==> src/rtl/memory_top.sv <==
// Scratch buffer (Depth x DataWidth) plus router FSM that streams an address
// range into a MaxWidth-byte sliding window for the PE array.
//
// state | meaning
// IDLE  | waiting for routeEn; window and finished hold
// READ  | presenting one address per cycle, N addresses total
// DRAIN | last byte returns from the buffer; finished is raised
// DONE  | holding result until routeEn drops
module memory_top #(
  parameter int MaxWidth  = 9,
  parameter int Depth     = 128,
  parameter int DataWidth = 8,
  parameter int AddrWidth = $clog2(Depth)
) (
  input  logic                          clk,
  input  logic                          rst,
  input  logic                          writeEn,
  input  logic [AddrWidth-1:0]          writeAddr,
  input  logic [DataWidth-1:0]          dataIn,
  input  logic                          routeEn,
  input  logic [AddrWidth-1:0]          startAddr,
  input  logic [AddrWidth-1:0]          finalAddr,
  output logic                          finished,
  output logic [MaxWidth*DataWidth-1:0] dataOut
);

  localparam logic [1:0] IDLE  = 2'd0;
  localparam logic [1:0] READ  = 2'd1;
  localparam logic [1:0] DRAIN = 2'd2;
  localparam logic [1:0] DONE  = 2'd3;

  localparam logic [AddrWidth:0] FullCnt = (AddrWidth+1)'(Depth);

  logic [DataWidth-1:0]          r_mem [Depth];
  logic [DataWidth-1:0]          r_rd_data;
  logic                          r_rd_valid;
  logic [1:0]                    r_state;
  logic [AddrWidth-1:0]          r_ptr;
  logic [AddrWidth:0]            r_cnt;
  logic [MaxWidth*DataWidth-1:0] r_win;
  logic                          r_fin;
  logic [AddrWidth-1:0]          w_len;

  assign w_len    = finalAddr - startAddr;
  assign dataOut  = r_win;
  assign finished = r_fin;

  // Storage is never reset; a same-address read during a write sees old data.
  always_ff @(posedge clk) begin
    if (writeEn) r_mem[writeAddr] <= dataIn;
    r_rd_data <= r_mem[r_ptr];
  end

  always_ff @(posedge clk) begin
    if (!rst) begin
      r_state    <= IDLE;
      r_ptr      <= '0;
      r_cnt      <= '0;
      r_rd_valid <= 1'b0;
      r_win      <= '0;
      r_fin      <= 1'b0;
    end else begin
      r_rd_valid <= 1'b0;
      if (r_rd_valid)
        r_win <= {r_win[(MaxWidth-1)*DataWidth-1:0], r_rd_data};
      case (r_state)
        IDLE: begin
          if (routeEn) begin
            r_win   <= '0;
            r_ptr   <= startAddr;
            // A zero-length range means the whole buffer.
            r_cnt   <= (w_len == '0) ? FullCnt : {1'b0, w_len};
            r_state <= READ;
          end
        end
        READ: begin
          r_rd_valid <= 1'b1;
          r_ptr      <= r_ptr + 1'b1;
          r_cnt      <= r_cnt - 1'b1;
          if (r_cnt == (AddrWidth+1)'(1)) r_state <= DRAIN;
        end
        DRAIN: begin
          r_fin   <= 1'b1;
          r_state <= DONE;
        end
        DONE: begin
          if (!routeEn) begin
            r_fin   <= 1'b0;
            r_state <= IDLE;
          end
        end
        default: r_state <= IDLE;
      endcase
    end
  end

endmodule

==> config.mk <==
export PLATFORM = sky130hd
export DESIGN_NAME = memory_top
export DESIGN_NICKNAME = d
export VERILOG_FILES = /design/src/rtl/memory_top.sv
export SDC_FILE = /design/constraint.sdc
export NUM_CORES = 1
export LEC_CHECK = 0
export ABC_AREA = 1
export BUFFER_PORTS_ARGS = -buffer_cell sky130_fd_sc_hd__buf_2
export CORE_MARGIN = 5
export CORE_UTILIZATION = 30
export DETAILED_ROUTE_END_ITERATION = 8
export HOLD_SLACK_MARGIN = 0.02
export SLEW_MARGIN = 20
export SYNTH_ARGS = -nofsm -noshare
export SYNTH_HDL_FRONTEND = slang
export SYNTH_SLANG_ARGS = --single-unit
==> constraint.sdc <==
create_clock -name clk -period 3 [get_ports clk]
set_clock_uncertainty 0.1 [all_clocks]
set_input_delay 0.6 -clock clk [delete_from_list [all_inputs] [get_ports clk]]
set_output_delay 0.6 -clock clk [all_outputs]
set_load 0.1 [all_outputs]
==> results.sh <==
export IMPL_clkTransAtPathRegs_ps=60
export IMPL_outcome="complete, no violations"
export IMPL_yosys_register_bits=1123
export IMPL_rr_worst_depth=11
export IMPL_r2r_slack_ps=290
export IMPL_async_flop_share=0
export IMPL_io_pins=106
export IMPL_synth_area_leaders="edfxtp_1, nand2_1, nor2_1"
export IMPL_synth_area_um2=47390
export IMPL_fin_total_pwr_mw=45.81
export IMPL_period_needed_ps=2710
export IMPL_synth_most_common_cell="nand2_1"
export IMPL_rows=145
export IMPL_drc=0
export IMPL_die_x_um=407.4
export IMPL_placed_cell_area_um2=51820
export IMPL_post_cts_buffers=0
export IMPL_holdWs_ps=72.88
export IMPL_syn_to_final_growth_pct=17.15
export IMPL_clockBufferDepth=3
export IMPL_slew_violations=0
export IMPL_cap_violations=0
export IMPL_wl_per_cell_um=18.68
export IMPL_initial_utilization=0.3027
export IMPL_min_period_over_period=0.9034
export IMPL_path_max_fanout=63
export IMPL_drtIter0Drc=3853
export IMPL_fin_tns_setup_ps=0
export IMPL_cts_resized=0
export IMPL_synthTopCellsByCount="nand2_1, edfxtp_1, nor2_1"
export IMPL_critPathLaunchType="flop"
export IMPL_fill_cells=15487
export IMPL_avgSynthCellArea_um2=10.16
export IMPL_hp_class="in -> reg"
export IMPL_core_um2=156600
export IMPL_die_h_um=407.4
export IMPL_synth_edf_count=1024
export IMPL_grt_use_total=0.1538
export IMPL_cp_end_kind="flop"
export IMPL_multiInputGateArea_um2=11980
export IMPL_whs_path_depth=1
export IMPL_hold_viol_final=0
export IMPL_synth_top_cell_area_share=0.6489
export IMPL_syn_num_nets=4710
export IMPL_yosysWarnings=0
export IMPL_regArea_um2=32740
export IMPL_power_density_nw_per_um2=825.2
export IMPL_grt_pass1_wl_um=198800
export IMPL_grt_pass1_vias=31875
export IMPL_fin_area_um2=55520
export IMPL_p_leak_nw=21.72
export IMPL_yosysTopAreaCell="edfxtp_1"
export IMPL_setup_viol=0
export IMPL_clock_sinks=1123
export IMPL_grt_max_degree=116
export IMPL_h_tree_depth=3
export IMPL_final_nets=4941
export IMPL_dr_pass1_iters=6
export IMPL_required_ps=3490
export IMPL_design_die_area_um2=166000
export IMPL_slew_headroom=0.4889
export IMPL_place_ws_ps=160.6
export IMPL_setup_worst_path_class="reg -> reg"
export IMPL_numCtsBuffers=116
export IMPL_drive_above_1_share=0.1084
export IMPL_synth_cells=4663
export IMPL_cp_data_arrival_time_ps=3200
export IMPL_synth_flop_cell="edfxtp_1"
export IMPL_gp_congestion=0.8321
export IMPL_root_buffer="clkbuf_16"
export IMPL_tightest_slew_ps=766.7
export IMPL_num_vias=33246
export IMPL_ir_worst_vdd_mv=0.7934
export IMPL_cts_hold_fix_buffers=0
export IMPL_ys_seq_area_frac=0.6907
export IMPL_timing_final_ws_setup_ps=289.7
export IMPL_ant_nets=0
export IMPL_gr_total_overflow=0
export IMPL_hpwl_um=78980
export IMPL_rsz0062_at_grt="false"
export IMPL_insertion_delay_ps=730
export IMPL_antenna_found_initial=3
export IMPL_routed_wl_um=131700
export IMPL_fmax_ghz=0.3690
export IMPL_drt_vias_per_instance=4.714
export IMPL_port_buffers=105
export IMPL_synth_cell_types=30
export IMPL_cts_tree="built"
## routing by layer
metal  wire [um]  GRT usage
met5           7          0
met3        9760    0.02823
met1       57670     0.2164
met2       61330     0.2473
met4        2969    0.03725
## metrics by stage
| stage | util | std cells |
|---|---|---|
| after floorplan | - | 4663 |
| after global routing | 0.3546 | 7051 |
| final | 0.3546 | 7052 |
| after CTS | 0.3546 | 7051 |
| after global placement | 0.3310 | 6834 |
| after detailed placement | 0.3310 | 6834 |
## placed cells by master (no fill, tap or decap), drive strengths merged, types with 5 or more instances in the layout
cell type and n:
clkinv 57, edfxtp 1024, clkbuf 150, buf 363, dfxtp 99, bufinv 8, inv 415, a21oi 106
nand3 440, nor3 11, ha 13, a211oi 5, xor2 7, nor2 602, nand2 1470, o21ai 209
## path summary, 6_finish.rpt
kind | start | endpoint
worst max-delay path | r_ptr[0] | r_rd_data[6]
worst min-delay path | dataIn[5] | r_mem[100][5]
worst max register to register | r_ptr[0] | r_rd_data[6]
worst min register to register | dataOut[71] | dataOut[71]
## sequential cells by signal (all words and copies together), names as in the netlist
| register | flops |
|---|---|
| r_rd_data | 8 |
| finished | 1 |
| r_state | 2 |
| r_cnt | 8 |
| r_rd_valid | 1 |
| r_ptr | 7 |
| dataOut | 72 |
| r_mem | 1024 |
## power breakdown
group	switching [mW]	leakage [nW]	total (mW)	internal, mW
logic	10.1	9.89	14.2	4.08
registers	0.278	10.0	17.6	17.3
clock network	6.08	1.81	14.1	7.98
## critical path, cell delays in order, from the launching register on
cell and delay, ps:
dfxtp_4 410, inv_8 360, buf_4 340, nand2_1 70
nand3_1 120, nand3_1 160, nand3_1 180, nand2_1 90
nand2_1 60, nand3_1 230, nor2_2 330, nor2_1 100
## final cells by class
class,instances,area share
Timing Repair Buffer,363,0.05305
Clock buffer,150,0.05591
Multi-Input combinational cell,2875,0.2159
Clock inverter,67,0.01062
Antenna cell,1,0.00004507
Tap cell,2058,0.04638
Inverter,415,0.02833
Sequential cell,1123,0.5898
## cell families (layout without fill, tap and decap cells)
kind of cell	count (synthesis)	count (layout)	synth area share
flops	1123	1123	0.6907
simple gates	2526	2526	0.2122
fa+ha+maj	14	14	0.003855
buf+inv	665	995	0.05669
compound gates	327	327	0.03512
other cells	0	1	0
xor+xnor	8	8	0.001479
No activity file was read; power rests on OpenSTA's default activity.
